<file path="src/rtl/mem_arb_pkg.sv">
// Shared types, default parameters and helpers for the memory arbiter.
package mem_arb_pkg;

  localparam int DEF_MEM_LAT    = 1;
  localparam int DEF_STARVE_MAX = 4;
  localparam int LAT_CW         = 3;

  typedef enum logic [1:0] {
    ST_IDLE  = 2'd0,
    ST_ISSUE = 2'd1,
    ST_WAIT  = 2'd2,
    ST_RESP  = 2'd3
  } arb_state_e;

  typedef enum logic {
    OWN_IF = 1'b0,
    OWN_D  = 1'b1
  } owner_e;

  typedef struct packed {
    arb_state_e        state;
    owner_e            owner;
    logic              we;
    logic [LAT_CW-1:0] lat_cnt;
  } arb_dbg_t;

  function automatic int cnt_width(input int max_val);
    return (max_val < 1) ? 1 : $clog2(max_val + 1);
  endfunction

endpackage

</file>
<file path="src/rtl/mem_arbiter_if.sv">
// Bundle of the fetch port, data port and memory port seen by the arbiter.
interface mem_arbiter_if #(
  parameter int AW = 32,
  parameter int DW = 32
) ();
  import mem_arb_pkg::*;

  // Handshake: a requester raises *_req with stable address/data/we and holds
  // it until its one-cycle *_gnt; a read then returns exactly one *_rvalid
  // pulse. Memory sees one m_read or m_write strobe per access and must
  // present m_rdata MEM_LAT cycles after the m_read cycle.
  logic          if_req;
  logic [AW-1:0] if_addr;
  logic          if_gnt;
  logic          if_rvalid;
  logic [DW-1:0] if_rdata;

  logic          d_req;
  logic          d_we;
  logic [AW-1:0] d_addr;
  logic [DW-1:0] d_wdata;
  logic          d_gnt;
  logic          d_rvalid;
  logic [DW-1:0] d_rdata;

  logic [AW-1:0] m_addr;
  logic [DW-1:0] m_wdata;
  logic          m_read;
  logic          m_write;
  logic [DW-1:0] m_rdata;

  logic          busy;
  arb_dbg_t      dbg;

  modport slave (
    input  if_req, if_addr, d_req, d_we, d_addr, d_wdata, m_rdata,
    output if_gnt, if_rvalid, if_rdata, d_gnt, d_rvalid, d_rdata,
    output m_addr, m_wdata, m_read, m_write, busy, dbg
  );

  modport master (
    output if_req, if_addr, d_req, d_we, d_addr, d_wdata, m_rdata,
    input  if_gnt, if_rvalid, if_rdata, d_gnt, d_rvalid, d_rdata,
    input  m_addr, m_wdata, m_read, m_write, busy, dbg
  );

endinterface

</file>
<file path="src/rtl/arb_prio.sv">
// Winner selection: data first, unless a fetch has waited through STARVE_MAX data grants.
module arb_prio
  import mem_arb_pkg::*;
#(
  parameter int STARVE_MAX = DEF_STARVE_MAX,
  parameter int CW         = cnt_width(DEF_STARVE_MAX)
) (
  input  logic          if_req,
  input  logic          d_req,
  input  logic [CW-1:0] starve_cnt,
  output logic          sel_data
);

  localparam logic [CW-1:0] STARVE_TOP = CW'(STARVE_MAX);

  always_comb begin
    sel_data = d_req && !(if_req && (starve_cnt == STARVE_TOP));
  end

endmodule

</file>
<file path="src/rtl/mem_arbiter.sv">
// Arbitrates instruction-fetch and data requests onto one single-port memory,
// one access outstanding at a time.
module mem_arbiter
  import mem_arb_pkg::*;
#(
  parameter int AW         = 32,
  parameter int DW         = 32,
  parameter int MEM_LAT    = DEF_MEM_LAT,
  parameter int STARVE_MAX = DEF_STARVE_MAX
) (
  input logic          clk,
  input logic          rst,
  mem_arbiter_if.slave bus
);

  localparam int                SCW        = cnt_width(STARVE_MAX);
  localparam logic [LAT_CW-1:0] LAT_LAST   = LAT_CW'(MEM_LAT - 1);
  localparam logic [SCW-1:0]    STARVE_TOP = SCW'(STARVE_MAX);

  arb_state_e        state_q, state_d;
  owner_e            owner_q, owner_d;
  logic              we_q, we_d;
  logic [LAT_CW-1:0] lat_cnt_q, lat_cnt_d;
  logic [SCW-1:0]    starve_cnt_q, starve_cnt_d;
  logic [AW-1:0]     m_addr_q, m_addr_d;
  logic [DW-1:0]     m_wdata_q, m_wdata_d;
  logic              m_read_q, m_read_d;
  logic              m_write_q, m_write_d;
  logic              if_gnt_q, if_gnt_d;
  logic              d_gnt_q, d_gnt_d;
  logic              if_rvalid_q, if_rvalid_d;
  logic              d_rvalid_q, d_rvalid_d;
  logic [DW-1:0]     if_rdata_q, if_rdata_d;
  logic [DW-1:0]     d_rdata_q, d_rdata_d;

  logic sel_data;
  logic any_req;
  logic wait_done;

  arb_prio #(
    .STARVE_MAX(STARVE_MAX),
    .CW        (SCW)
  ) u_prio (
    .if_req    (bus.if_req),
    .d_req     (bus.d_req),
    .starve_cnt(starve_cnt_q),
    .sel_data  (sel_data)
  );

  assign any_req   = bus.if_req | bus.d_req;
  // Last WAIT cycle is the one in which memory presents the read word.
  assign wait_done = (state_q == ST_WAIT) && (lat_cnt_q == LAT_LAST);

  always_ff @(posedge clk) begin
    if (rst) begin
      state_q      <= ST_IDLE;
      owner_q      <= OWN_IF;
      we_q         <= 1'b0;
      lat_cnt_q    <= '0;
      starve_cnt_q <= '0;
      m_addr_q     <= '0;
      m_wdata_q    <= '0;
      m_read_q     <= 1'b0;
      m_write_q    <= 1'b0;
      if_gnt_q     <= 1'b0;
      d_gnt_q      <= 1'b0;
      if_rvalid_q  <= 1'b0;
      d_rvalid_q   <= 1'b0;
      if_rdata_q   <= '0;
      d_rdata_q    <= '0;
    end else begin
      state_q      <= state_d;
      owner_q      <= owner_d;
      we_q         <= we_d;
      lat_cnt_q    <= lat_cnt_d;
      starve_cnt_q <= starve_cnt_d;
      m_addr_q     <= m_addr_d;
      m_wdata_q    <= m_wdata_d;
      m_read_q     <= m_read_d;
      m_write_q    <= m_write_d;
      if_gnt_q     <= if_gnt_d;
      d_gnt_q      <= d_gnt_d;
      if_rvalid_q  <= if_rvalid_d;
      d_rvalid_q   <= d_rvalid_d;
      if_rdata_q   <= if_rdata_d;
      d_rdata_q    <= d_rdata_d;
    end
  end

  always_comb begin
    state_d   = state_q;
    lat_cnt_d = lat_cnt_q;
    case (state_q)
      ST_IDLE:  if (any_req) state_d = ST_ISSUE;
      ST_ISSUE: begin
        lat_cnt_d = '0;
        state_d   = we_q ? ST_IDLE : ST_WAIT;
      end
      ST_WAIT: begin
        if (wait_done) begin
          lat_cnt_d = '0;
          state_d   = ST_RESP;
        end else begin
          lat_cnt_d = lat_cnt_q + LAT_CW'(1);
        end
      end
      ST_RESP:  state_d = ST_IDLE;
      default:  state_d = ST_IDLE;
    endcase
  end

  // Pulses are computed one cycle ahead so every strobe leaves a flop.
  always_comb begin
    owner_d      = owner_q;
    we_d         = we_q;
    m_addr_d     = m_addr_q;
    m_wdata_d    = m_wdata_q;
    m_read_d     = 1'b0;
    m_write_d    = 1'b0;
    if_gnt_d     = 1'b0;
    d_gnt_d      = 1'b0;
    if_rvalid_d  = 1'b0;
    d_rvalid_d   = 1'b0;
    if_rdata_d   = if_rdata_q;
    d_rdata_d    = d_rdata_q;
    starve_cnt_d = starve_cnt_q;

    if ((state_q == ST_IDLE) && any_req) begin
      owner_d   = sel_data ? OWN_D : OWN_IF;
      we_d      = sel_data & bus.d_we;
      m_addr_d  = sel_data ? bus.d_addr : bus.if_addr;
      m_wdata_d = sel_data ? bus.d_wdata : '0;
      m_read_d  = ~(sel_data & bus.d_we);
      m_write_d = sel_data & bus.d_we;
      if_gnt_d  = ~sel_data;
      d_gnt_d   = sel_data;
    end

    if (wait_done) begin
      if (owner_q == OWN_D) begin
        d_rvalid_d = 1'b1;
        d_rdata_d  = bus.m_rdata;
      end else begin
        if_rvalid_d = 1'b1;
        if_rdata_d  = bus.m_rdata;
      end
    end

    if (if_gnt_q) begin
      starve_cnt_d = '0;
    end else if (d_gnt_q && bus.if_req && (starve_cnt_q != STARVE_TOP)) begin
      starve_cnt_d = starve_cnt_q + SCW'(1);
    end else if ((state_q == ST_IDLE) && !bus.if_req) begin
      starve_cnt_d = '0;
    end
  end

  assign bus.if_gnt    = if_gnt_q;
  assign bus.d_gnt     = d_gnt_q;
  assign bus.if_rvalid = if_rvalid_q;
  assign bus.d_rvalid  = d_rvalid_q;
  assign bus.if_rdata  = if_rdata_q;
  assign bus.d_rdata   = d_rdata_q;
  assign bus.m_addr    = m_addr_q;
  assign bus.m_wdata   = m_wdata_q;
  assign bus.m_read    = m_read_q;
  assign bus.m_write   = m_write_q;
  assign bus.busy      = (state_q != ST_IDLE);
  assign bus.dbg       = '{state: state_q, owner: owner_q, we: we_q, lat_cnt: lat_cnt_q};

endmodule

</file>
<file path="src/flat_wrapper.sv">
// flat-port wrapper written by rule: the top's interface ports become plain ports
module mem_arbiter_flat import mem_arb_pkg::*;
#(
  parameter int AW         = 32,
  parameter int DW         = 32,
  parameter int MEM_LAT    = DEF_MEM_LAT,
  parameter int STARVE_MAX = DEF_STARVE_MAX
)
  (clk, rst, bus_if_req, bus_if_addr, bus_d_req, bus_d_we, bus_d_addr, bus_d_wdata, bus_m_rdata, bus_if_gnt, bus_if_rvalid, bus_if_rdata, bus_d_gnt, bus_d_rvalid, bus_d_rdata, bus_m_addr, bus_m_wdata, bus_m_read, bus_m_write, bus_busy, bus_dbg);
  mem_arbiter_if #(.AW(AW), .DW(DW)) bus_i ();
  input logic clk;
  input logic rst;
  input wire logic [$bits(bus_i.if_req)-1:0] bus_if_req;
  input wire logic [$bits(bus_i.if_addr)-1:0] bus_if_addr;
  input wire logic [$bits(bus_i.d_req)-1:0] bus_d_req;
  input wire logic [$bits(bus_i.d_we)-1:0] bus_d_we;
  input wire logic [$bits(bus_i.d_addr)-1:0] bus_d_addr;
  input wire logic [$bits(bus_i.d_wdata)-1:0] bus_d_wdata;
  input wire logic [$bits(bus_i.m_rdata)-1:0] bus_m_rdata;
  output wire logic [$bits(bus_i.if_gnt)-1:0] bus_if_gnt;
  output wire logic [$bits(bus_i.if_rvalid)-1:0] bus_if_rvalid;
  output wire logic [$bits(bus_i.if_rdata)-1:0] bus_if_rdata;
  output wire logic [$bits(bus_i.d_gnt)-1:0] bus_d_gnt;
  output wire logic [$bits(bus_i.d_rvalid)-1:0] bus_d_rvalid;
  output wire logic [$bits(bus_i.d_rdata)-1:0] bus_d_rdata;
  output wire logic [$bits(bus_i.m_addr)-1:0] bus_m_addr;
  output wire logic [$bits(bus_i.m_wdata)-1:0] bus_m_wdata;
  output wire logic [$bits(bus_i.m_read)-1:0] bus_m_read;
  output wire logic [$bits(bus_i.m_write)-1:0] bus_m_write;
  output wire logic [$bits(bus_i.busy)-1:0] bus_busy;
  output wire logic [$bits(bus_i.dbg)-1:0] bus_dbg;
  assign bus_i.if_req = bus_if_req;
  assign bus_i.if_addr = bus_if_addr;
  assign bus_i.d_req = bus_d_req;
  assign bus_i.d_we = bus_d_we;
  assign bus_i.d_addr = bus_d_addr;
  assign bus_i.d_wdata = bus_d_wdata;
  assign bus_i.m_rdata = bus_m_rdata;
  assign bus_if_gnt = bus_i.if_gnt;
  assign bus_if_rvalid = bus_i.if_rvalid;
  assign bus_if_rdata = bus_i.if_rdata;
  assign bus_d_gnt = bus_i.d_gnt;
  assign bus_d_rvalid = bus_i.d_rvalid;
  assign bus_d_rdata = bus_i.d_rdata;
  assign bus_m_addr = bus_i.m_addr;
  assign bus_m_wdata = bus_i.m_wdata;
  assign bus_m_read = bus_i.m_read;
  assign bus_m_write = bus_i.m_write;
  assign bus_busy = bus_i.busy;
  assign bus_dbg = bus_i.dbg;
  mem_arbiter #(.AW(AW), .DW(DW), .MEM_LAT(MEM_LAT), .STARVE_MAX(STARVE_MAX)) u_core (.clk(clk), .rst(rst), .bus(bus_i));
endmodule
</file>
<file path="config.mk">
export PLATFORM = sky130hd
export DESIGN_NAME = mem_arbiter_flat
export DESIGN_NICKNAME = d
export VERILOG_FILES = /design/src/rtl/mem_arb_pkg.sv /design/src/rtl/mem_arbiter_if.sv /design/src/rtl/arb_prio.sv /design/src/rtl/mem_arbiter.sv /design/src/flat_wrapper.sv
export SDC_FILE = /design/constraint.sdc
export NUM_CORES = 1
export LEC_CHECK = 0
export CAP_MARGIN = 10
export CORE_AREA = 2 2 121 123
export CTS_CLUSTER_SIZE = 14
export DETAILED_ROUTE_END_ITERATION = 7
export DIE_AREA = 0 0 123 125
export PLACE_DENSITY_LB_ADDON = 0.25
export REMOVE_ABC_BUFFERS = 1
export SETUP_SLACK_MARGIN = 0.1
export SYNTH_ARGS = -nofsm -noshare
export SYNTH_HDL_FRONTEND = slang
export SYNTH_SLANG_ARGS = --single-unit
</file>
<file path="constraint.sdc">
create_clock -name clk -period 4 [get_ports clk]
set_input_delay 0.8 -clock clk [delete_from_list [all_inputs] [get_ports clk]]
set_output_delay 0.8 -clock clk [all_outputs]
set_load 0.02 [all_outputs]
</file>
== After elaboration in Yosys (flattened, before gate mapping) ==
Index checks and enable logic that the tools add are counted.
Word-level totals
  logic and storage cells: 64
  flip-flop bits (word level): 144
  input port bits: 133
Operators by class
  eq/ne operators: 7
  $add $sub $neg: 2
  muxes and demuxes: 13
  bitwise gates (word level): 7
  reduce and logical (&&, ||, !) cells: 20
Operators by type and width (number)
  32-bit two-way mux: 2
  3-bit two-way mux: 3
  2-bit case mux with 4 select lines: 1
  1-bit logical AND: 7
  3-bit by 1-bit adder with 3-bit output, second input constant: 2
  2-bit two-way mux: 3
  3-bit case mux with 2 select lines: 1
  2-bit AND reduction: 3
  2-bit nonzero test: 3
  2-bit OR reduction: 3
  1-bit NOT: 5
  2-bit == test, second input constant: 2
  2-bit by 1-bit inequality test with 1-bit output, second input constant: 2
  3-bit == test, second input constant: 1
  3-bit zero test: 1
  1-bit two-way mux: 3
  3-bit inequality test, second input constant: 1
  2-bit by 1-bit == test with 1-bit output, second input constant: 1
  1-bit zero test: 2
  2-bit zero test: 1
  1-bit AND: 1
  1-bit bitwise OR: 1

== Logic depth before layout (Yosys ltp) ==
Gate-level depths: netlist (run 1).
  depth after elaboration: 6
  gate-level depth with buffers: 8

== Cells and area by module ==
From an unflattened synthesis (run 1), not the netlist that was laid out.
Second synthesis, totals
  cells, all modules: 581
  area total of the unflattened synthesis: 5357.6 sq um
By module, submodules not included
  mem_arbiter: cells each 579, seq. area each 2882.8 sq um, area each 5345.1 sq um, instances 1
  arb_prio: cells each 2, seq. area each 0.0 sq um, area each 12.5 sq um, instances 1

== Worst setup path after synthesis (run 1) ==
OpenSTA, ideal clock, no wires.
  path type: reg2out
  from: register u_core.state_q[0]
  to: output port bus_busy
  buffers on the path: 1
  slack: 2.168 ns
  required time: 3.200 ns
  stages on the path, launching flop included: 5
  arrival time: 1.032 ns
  path through: dfxtp_1 -> inv_1 -> ha_1 -> buf_4 -> inv_2
Between the ends
  longest elaborated chain between the ends: 1
Ends and longest elaborated chain
  start: declaration: RTL line mem_arbiter.sv:20  | arb_state_e state_q, state_d;
  start signal: assignment: RTL line mem_arbiter.sv:72  | state_q <= state_d;
  2-bit nonzero test: RTL line mem_arbiter.sv:168  | assign bus.busy = (state_q != ST_IDLE);
  end: declaration: RTL line flat_wrapper.sv:30  | output wire logic [$bits(bus_i.busy)-1:0] bus_busy;
No other way between the ends.

== Worst setup path after layout (run 1) ==
Same ends and word-level chain as after synthesis.

==> metrics.md, run 1 <==
| Metric | Value |
|---|---|
| Area growth syn-to-layout | `60.7%` |
| Slew Limit Headroom | `0.486` |
| Largest family of logic cells by synthesized area | `compound AO/OA/AOI/OAI gates` |
| Via density | `5.21` |
| WS Path Type | `reg -> out` |
| Iter 0 DRT Violations | `458` |
| Syn_area_per_cell | `8.77 um^2` |
| DR pass1 iterations | `5` |
| Post-Synth Adder-Cell Area | `0.0160` |
| H-tree Lvls | `4` |
| Core area | `~0.014 mm^2` |
| Die area | `0.0154 mm^2` |
| Largest net degree at the start of global routing | `61` |
| Port bufs | `about 270` |
| Post-CTS sizing | `0` |
| Synthesized instance count | `625` |
| Post-route setup slack | `1.22 ns` |
| Gr usage total | `0.221` |
| Fin. Hold Viols | `0` |
| Final Setup Violations | `0` |
| # rows | `44` |
| IR drop worst, VDD | `255 uV` |
| Nets | `1010` |
| Final worst path period need | `2.78 ns` |
| Layout cells sized above 1 | `0.0612` |
| CP startpoint kind | `flip-flop` |
| Bufs and invs on worst path | `3` |
| Largest delay contributor family on the critical path | `buffers and inverters` |
| Hold Buf Count CTS | `0` |
| Root Driver | `clkbuf_16` |
| Io pins | `roughly 280` |
| Total gr overflow | `0` |
| Compound-Gate Fraction of Synth Area | `0.211` |
| N_diodes | `0` |
| WP data required | `3.20 ns` |
| Final Max Tran Viols | `0` |
| Clock latency on the worst-skew pair | `0.41 ns` |
| Post-synthesis mux area share | `0.00183` |
| Post-Synth Simple-Gate Area | `0.184` |
| Worst slew pin tran | `0.771 ns` |
| First-pass GRT wire length | `approximately 27 mm` |
| Post-Route WL | `about 18 mm` |
| FF/Latch Area | `0.00288 mm^2` |
| Clk sinks | `between 100 and 150` |
| Routability cong. | `0.860` |
| Arrival time worst endpoint | `~2.0 ns` |
| Setup bufs post-CTS | `0` |
| DR WL/cell | `16.4 um` |
| RSZ-0062 raised after global routing | `no` |
| #FFs+latches synth | `144` |
| Post-route cell area | `slightly below 0.009 mm^2` |
| Post-DP HPWL | `approximately 12 mm` |
| Synth cell types | `40` |
| Post-route ant nets | `0` |
| Status | `complete, no violations` |
| Fin crit share | `0.696` |
| Max frequency | `between 0.3 and 0.4 GHz` |
| DP Area | `0.00823 mm^2` |
| Vias in the first global route | `between 5000 and 6000` |
| CTS tree | `done` |
| Netlist Area Pre-Place | `0.00548 mm^2` |
| Total CTS buffers | `17` |
| Part of the Yosys area used for sequential elements | `0.526` |
| Tot Pwr | `3.84 mW` |
| Slowest stage delay, CP | `0.63 ns` |
| Die height | `125 um` |
| Post-route DRC violation count | `0` |
| Crit-path cells | `inv_1, ha_1, inv_2, clkdlybuf4s50_1` |
| MaxCap Viol Count | `0` |
| CP max stage cell | `clkdlybuf4s50_1` |
| Clk_skew | `approximately 0.010 ns` |
| Cell Pwr Density | `436 mW/mm^2` |
| Fill cell count | `1182` |
| Nature of the critical path endpoint | `primary output` |
| Synth Warn # | `0` |
| Setup_tns | `0 ns` |
| Place WS | `1.30 ns` |
| Die X | `around 120 um` |
| Clock transition at path regs | `0.06 ns` |
| Clk buf depth | `2` |
| Initial core utilization | `0.386` |
| HP Class | `reg -> reg` |
| Leakage power | `3.11 nW` |
| Synth Area in XOR/XNOR | `0` |
| Initial antenna violation count | `0` |
| Crit-path max FO | `9` |
| Footprint of the multi-input gates | `0.00227 mm^2` |
| Via count | `about 5600` |
==> power by group <==
| group | internal, mW | leakage, nW | switching [mW] |
|---|---|---|---|
| Combinational | 0.363 | 1.66 | 0.362 |
| Sequential | 1.53 | 1.17 | 0.0576 |
| Clock | 0.872 | 0.270 | 0.658 |
==> cells in the mapped netlist (all sizes together) <==
master   count  area, um^2
and3         1        11.3
a22o        33         289
nand2      133         499
or2          1        6.26
nor4bb       1        10.0
dfxtp      144        2880
a21oi       70         350
nand4        2        12.5
mux2i        1        10.0
nand4b       1        8.76
inv          9        33.8
buf         40         231
or3          1        6.26
o211ai       2        15.0
a311oi      32         280
nor2b        1        6.26
a32oi        1        8.76
nor4         1        21.3
nor3         1        5.00
a221oi       1        8.76
o21ai       34         170
and4bb       1        12.5
and2         1        6.26
nand2b       4        25.0
clkbuf      18        67.6
and4b        1        10.0
o21a         1        7.51
ha           7        87.6
nor2        38         143
nor3b        2        15.0
nand4bb      1        11.3
a211oi       3        22.5
or3b         2        17.5
a31oi        1        6.26
nand3       35         180
==> worst paths after layout <==
| path | start | end | slack (ns) | cells past startpoint |
|---|---|---|---|---|
| min reg2reg | u_core.bus.if_rdata[30] | u_core.bus.if_rdata[30] | 0.45 | 2 |
| min | u_core.bus.if_rdata[30] | u_core.bus.if_rdata[30] | 0.45 | 2 |
| max reg2reg | u_core.state_q[0] | u_core.bus.if_rdata[30] | 1.93 | 5 |
| max | u_core.state_q[0] | bus_busy | 1.22 | 4 |
==> worst register-to-register path: stages, from the launching register on <==
cell and delay [ns]:
dfxtp_1 0.33, inv_1 0.12, ha_1 0.38, and4bb_2 0.81
nand2_1 0.21, a21oi_1 0.15
==> area by class of cell <==
| class | count | share of cell area |
|---|---|---|
| multi-input combinational | 414 | 0.257 |
| timing repair buffer | 284 | 0.320 |
| tap | 184 | 0.0261 |
| clock inverter | 15 | 0.0172 |
| clock buffer | 17 | 0.0483 |
| sequential | 144 | 0.327 |
| inverter | 9 | 0.00384 |
==> per-stage QoR <==
step,cells,hold slack [ns],util
2_1_floorplan,567,0.481,-
3_3_place_gp,1035,0.440,0.579
3_5_place_dp,1035,0.448,0.579
4_1_cts,1067,0.456,0.620
5_1_grt,1067,0.469,0.620
6_report,1067,0.453,0.620
==> cell families after synthesis <==
kind of cell	Yosys count
buf+inv	67
compound gates	178
simple gates	228
flops	144
fa+ha+maj	7
mux	1
==> placed cells by master (no fill, tap or decap), types with 2 or more instances in the layout <==
cell type          n
a22o_1            33
nand4_1            2
or3b_2             2
o21ai_0           34
inv_6              6
clkbuf_16         17
inv_1              7
dfxtp_1          144
clkinv_4           2
ha_1               7
nor3b_1            2
a311oi_1          32
o211ai_1           2
nand2b_1           4
nor2_1            37
clkdlybuf4s50_1  273
a211oi_1           3
nand3_1           34
inv_2              2
clkinvlp_4         4
a21oi_1           70
buf_4             11
nand2_1          133
==> per-layer routing <==
metal	up-vias	routed length, um	track usage
met1	2603	7030	0.262
li1	2675	-	-
met2	266	8510	0.372
met3	20	1700	0.0821
met5	-	0	0
met4	0	257	0.0615
==> flip-flops by register name (all words and copies together), names as in the netlist, 3 cells and up, named ones only <==
name and flops:
u_core.bus.d_rdata 32, u_core.lat_cnt_q 3, u_core.bus.m_wdata 32, u_core.bus.if_rdata 32
u_core.starve_cnt_q 3, u_core.bus.m_addr 32
(Power assumes the default switching activity.)
==> inputs of run 2 (changes only) <==
==> constraint.sdc (replaced) <==
create_clock -name clk -period 2.7 [get_ports clk]
set_input_delay 0.54 -clock clk [delete_from_list [all_inputs] [get_ports clk]]
set_output_delay 0.54 -clock clk [all_outputs]
set_load 0.02 [all_outputs]
==> metrics.md, run 2 (same netlist as run 1, synthesis figures left out) <==
| Metric | Value |
|---|---|
| Worst slew pin tran | `between 0.5 and 0.6 ns` |
| Status | `complete, no violations` |
| Post-route setup slack | `0.542 ns` |
| Crit-path max FO | `9` |
| HP Class | `reg -> reg` |
| Initial core utilization | `0.386` |
| Iter 0 DRT Violations | `355` |
| RSZ-0062 raised after global routing | `no` |
| Post-route cell area | `0.00890 mm^2` |
| Arrival time worst endpoint | `1.62 ns` |
| Setup_tns | `0 ns` |
| Vias in the first global route | `5521` |
| Via density | `5.26` |
| Share of the core filled with cells | `0.626` |
| Worst-case reg-to-reg path depth | `6` |
| Final Max Tran Viols | `0` |
| Root Driver | `clkbuf_16` |
| Total gr overflow | `0` |
| Cell Pwr Density | `654 mW/mm^2` |
| Hold WS | `0.454 ns` |
| Hold Buf Count CTS | `0` |
| Fill cell count | `about 1200` |
| Nature of the critical path endpoint | `primary output` |
| Fin. Hold Viols | `0` |
| H-tree Lvls | `4` |
| Clk_skew | `around 0.011 ns` |
| Tot Pwr | `around 5.8 mW` |
| Die X | `between 100 and 150 um` |
| Die area | `0.0154 mm^2` |
| Nets | `1013` |
| Slew Limit Headroom | `0.630` |
| Clk buf depth | `2` |
| DR pass1 iterations | `5` |
| Reg2reg end | `u_core.bus.if_rdata[26]` |
| Largest net degree at the start of global routing | `70` |
| First-pass GRT wire length | `around 27 mm` |
| Via count | `5620` |
| Most common cell after layout, fill and taps aside | `clkdlybuf4s50_1` |
| IR drop worst, VDD | `409 uV` |
| Grt peak-use layer | `met2` |
| # rows | `44` |
| MaxCap Viol Count | `0` |
| Layout cells sized above 1 | `0.0610` |
| Initial antenna violation count | `0` |
| CTS tree | `done` |
| Total CTS buffers | `17` |
| Clock latency on the worst-skew pair | `0.42 ns` |
| Worst R2R Start | `u_core.state_q[0]` |
| WP data required | `about 2.2 ns` |
| Post-DP HPWL | `roughly 13 mm` |
| Hold Startpoint | `u_core.bus.d_rdata[16]` |
| N_diodes | `0` |
| Core area | `about 0.014 mm^2` |
| DP Cell Count | `1038` |
| Final Non-Filler Cells | `1069` |
| Gr usage total | `0.226` |
| Setup bufs post-CTS | `0` |
| Post-CTS sizing | `0` |
| WS Path Type | `reg -> out` |
| M1 GR Usage | `0.244` |
| Grt met3 use | `0.0853` |
| DP Area | `0.00829 mm^2` |
| Port bufs | `274` |
| Final worst path period need | `2.16 ns` |
| Die height | `125 um` |
| Place WS | `around 0.46 ns` |
| Final Setup Violations | `0` |
| Clk sinks | `144` |
| Max frequency | `0.463 GHz` |
| DR WL/cell | `~17 um` |
| Post-route DRC violation count | `0` |
| Fin crit share | `0.799` |
| Clock transition at path regs | `0.06 ns` |
| Hold path depth | `2` |
| CP startpoint kind | `flip-flop` |
| Io pins | `about 280` |
| Post-Route WL | `17.7 mm` |
| Routability cong. | `slightly above 0.8` |
| Worst reg2reg setup slack | `0.83 ns` |
| Area growth syn-to-layout | `62.4%` |
| Most frequent cells in the layout | `clkdlybuf4s50_1 (272), dfxtp_1 (144), nand2_1 (133)` |
| Leakage power | `3.17 nW` |
| GRT met2 Usage | `0.396` |
| Post-route ant nets | `0` |
| Hold Path End | `u_core.bus.d_rdata[16]` |
==> run 2: how the worst max path moves through the flow <==
stage / endpoint / start / cells after the start / slack (ns)
after global routing: bus_busy / u_core.state_q[0] / 4 / 0.46
after floorplan: u_core.bus.m_wdata[0] / u_core.state_q[0] / 5 / -0.41
after global placement: u_core.bus.m_wdata[31] / bus_if_req / 5 / 0.50
after CTS: bus_busy / u_core.state_q[0] / 4 / 0.14
after detailed placement: u_core.bus.m_wdata[9] / bus_if_req / 5 / 0.46
final: bus_busy / u_core.state_q[0] / 4 / 0.54
==> run 2: power breakdown <==
part / internal, mW / switching [mW]
combinational: 0.549 / 0.541
sequential: 2.27 / 0.0825
clock: 1.52 / 0.862
==> run 2: cell type report <==
type | instances | area, um^2 | area share
multi-input combinational | 414 | 2270 | 0.255
sequential | 144 | 2880 | 0.324
tap | 184 | 230 | 0.0259
clock inverter | 9 | 131 | 0.0148
inverter | 9 | 33.8 | 0.00380
clock buffer | 22 | 474 | 0.0533
timing repair buffer | 287 | 2880 | 0.323
==> run 2: metal layers <==
layer	part of all wire	wire (um)
met1	0.37	6630
met2	0.51	8950
met3	0.098	1730
met4	0.022	391
met5	0	0
==> run 2: critical path, stage by stage (launching register included) <==
cell and delay (ns):
dfxtp_1 0.37, inv_1 0.10, ha_1 0.33, inv_2 0.16, dlymetal6s2s_1 0.24
==> inputs of run 3 (changes only) <==
--- a/config.mk
+++ b/config.mk
@@ -6,10 +6,10 @@
 export NUM_CORES = 1
 export LEC_CHECK = 0
 export CAP_MARGIN = 10
-export CORE_AREA = 2 2 121 123
+export CORE_AREA = 2 2 127 129
 export CTS_CLUSTER_SIZE = 14
 export DETAILED_ROUTE_END_ITERATION = 7
-export DIE_AREA = 0 0 123 125
+export DIE_AREA = 0 0 129 131
 export PLACE_DENSITY_LB_ADDON = 0.25
 export REMOVE_ABC_BUFFERS = 1
 export SETUP_SLACK_MARGIN = 0.1
==> constraint.sdc (replaced) <==
create_clock -name clk -period 1.9 [get_ports clk]
set_input_delay 0.38 -clock clk [delete_from_list [all_inputs] [get_ports clk]]
set_output_delay 0.38 -clock clk [all_outputs]
set_load 0.02 [all_outputs]
==> metrics.md, run 3 (same netlist as run 1, synthesis figures left out) <==
| Metric | Value |
|---|---|
| Status | `complete, no violations` |
| Top Metal Used | `met4` |
| Critical Path Stages | `1` |
| Slew Limit Headroom | `0.794` |
| Fill cell count | `1394` |
| Clock latency on the worst-skew pair | `0.41 ns` |
| MaxCap Viol Count | `0` |
| Final Non-Filler Cells | `~1100` |
| Reg2reg end | `u_core.bus.m_addr[21]` |
| Core area | `0.0156 mm^2` |
| Cell Pwr Density | `901 mW/mm^2` |
| Slowest stage delay, CP | `0.61 ns` |
| Via density | `4.86` |
| Tot Pwr | `8.29 mW` |
| Final worst path period need | `1.76 ns` |
| Hold path depth | `2` |
| Largest net degree at the start of global routing | `70` |
| Leakage power | `~3.8 nW` |
| Hold Path End | `u_core.owner_q` |
| Worst-case reg-to-reg path depth | `7` |
| Iter 0 DRT Violations | `335` |
| CP startpoint kind | `flip-flop` |
| Root Driver | `clkbuf_16` |
| Post-Route WL | `17.4 mm` |
| Die height | `about 130 um` |
| Die area | `about 0.017 mm^2` |
| Final Setup Violations | `0` |
| Via count | `5425` |
| Final Max Tran Viols | `0` |
| Setup bufs post-CTS | `0` |
| Initial antenna violation count | `0` |
| Max frequency | `0.568 GHz` |
| N_diodes | `0` |
| Arrival time worst endpoint | `1.38 ns` |
| Nets | `1027` |
| # rows | `46` |
| WS Path Type | `reg -> out` |
| Most frequent cells in the layout | `clkdlybuf4s50_1 (231), dfxtp_1 (143), nand2_1 (133)` |
| CTS tree | `done` |
| Fin. Hold Viols | `0` |
| Post-route ant nets | `0` |
| Hold Startpoint | `rst` |
| Worst slew pin tran | `slightly above 0.3 ns` |
| Share of the core filled with cells | `0.590` |
| First-pass GRT wire length | `between 20 and 30 mm` |
| Initial core utilization | `0.351` |
| Bufs and invs on worst path | `1` |
| HP Class | `in -> reg` |
| Vias in the first global route | `4941` |
| Routability cong. | `0.775` |
| Crit-path max FO | `2` |
| CP max stage cell | `clkdlybuf4s50_1` |
| Crit-path cells | `clkdlybuf4s50_1` |
| Nature of the critical path endpoint | `primary output` |
| Met3 wire length | `~1.7 mm` |
| Clk sinks | `144` |
| Port bufs | `about 270` |
| DR pass1 iterations | `5` |
| Total gr overflow | `0` |
| Area growth syn-to-layout | `67.8%` |
| Post-DP HPWL | `12.3 mm` |
| Wire length on met2 | `8.09 mm` |
| Clk_skew | `0.0120 ns` |
| WP data required | `1.52 ns` |
| Clk buf depth | `2` |
| DR WL/cell | `15.6 um` |
| Layout cells sized above 1 | `0.0811` |
| Worst R2R Start | `u_core.state_q[0]` |
| Clock transition at path regs | `~0.060 ns` |
| Gr usage total | `0.198` |
| Die X | `approximately 130 um` |
| Met1 Routed Length | `7.27 mm` |
| Fin crit share | `0.927` |
| Largest delay contributor family on the critical path | `buffers and inverters` |
| Post-route DRC violation count | `0` |
| Total CTS buffers | `17` |
| RSZ-0062 raised after global routing | `yes` |
| H-tree Lvls | `4` |
| Io pins | `275` |
| Worst reg2reg setup slack | `around 0.29 ns` |
| Hold WS | `0.336 ns` |
| DP Cell Count | `1084` |
| Most common cell after layout, fill and taps aside | `clkdlybuf4s50_1` |
| IR drop worst, VDD | `585 uV` |
==> run 3: cell count changes in the layout (fill, tap and decap cells not counted), sizes merged <==
cell and delta:
clkdlybuf4s50 -41, dlymetal6s2s +28, buf +15, dlygate4sd2 +12, clkinv +2, bufinv -1
==> run 3: power breakdown <==
group	switching [mW]	internal, mW	total [mW]	leakage [nW]
logic	0.768	0.796	1.56	2.31
registers	0.110	3.22	3.33	1.17
clock network	1.31	2.09	3.39	0.289
total	2.18	6.10	8.29	3.77
==> run 3: worst max-delay path by stage <==
stage,from,endpoint,slack [ns]
6_report,u_core.bus.m_addr[15],bus_m_addr[15],0.14
5_1_grt,u_core.state_q[0],bus_busy,0.09
4_1_cts,u_core.state_q[0],bus_busy,0.03
3_5_place_dp,bus_d_req,flip-flop,0.05
3_3_place_gp,bus_if_req,u_core.starve_cnt_q[1],0.07
2_1_floorplan,u_core.state_q[0],u_core.bus.m_wdata[0],-1.21
==> run 3: metal layers <==
layer  vias up  global-route usage
met1      2478               0.244
met4         0              0.0799
met5         -                   0
met2       219               0.311
met3        19              0.0790
li1       2709                   -
==> run 3: per-stage QoR <==
stage | area, um^2 | TNS [ns] | setup WS [ns]
detailed placement | 8520 | 0 | 0.0486
floorplan | 5180 | -59.31 | -1.21
global route | 9200 | 0 | 0.0885
finish | 9200 | 0 | 0.139
CTS | 9120 | 0 | 0.0348
global placement | 8520 | 0 | 0.0686
==> run 3: layout make-up <==
cell class / count / area [um^2] / share of cell area
tap: 216 / 270 / 0.0294
sequential: 144 / 2880 / 0.314
timing repair buffer: 301 / 3120 / 0.339
multi-input combinational: 414 / 2280 / 0.248
clock inverter: 10 / 126 / 0.0137
inverter: 9 / 33.8 / 0.00367
clock buffer: 22 / 484 / 0.0527
==> run 3: what timing repair did <==
item	CTS	global route
gates cloned	0	0
setup endpoints to repair	14	45
gates resized for setup	16	32
endpoints found under the hold margin	0	0
hold buffers	0	0
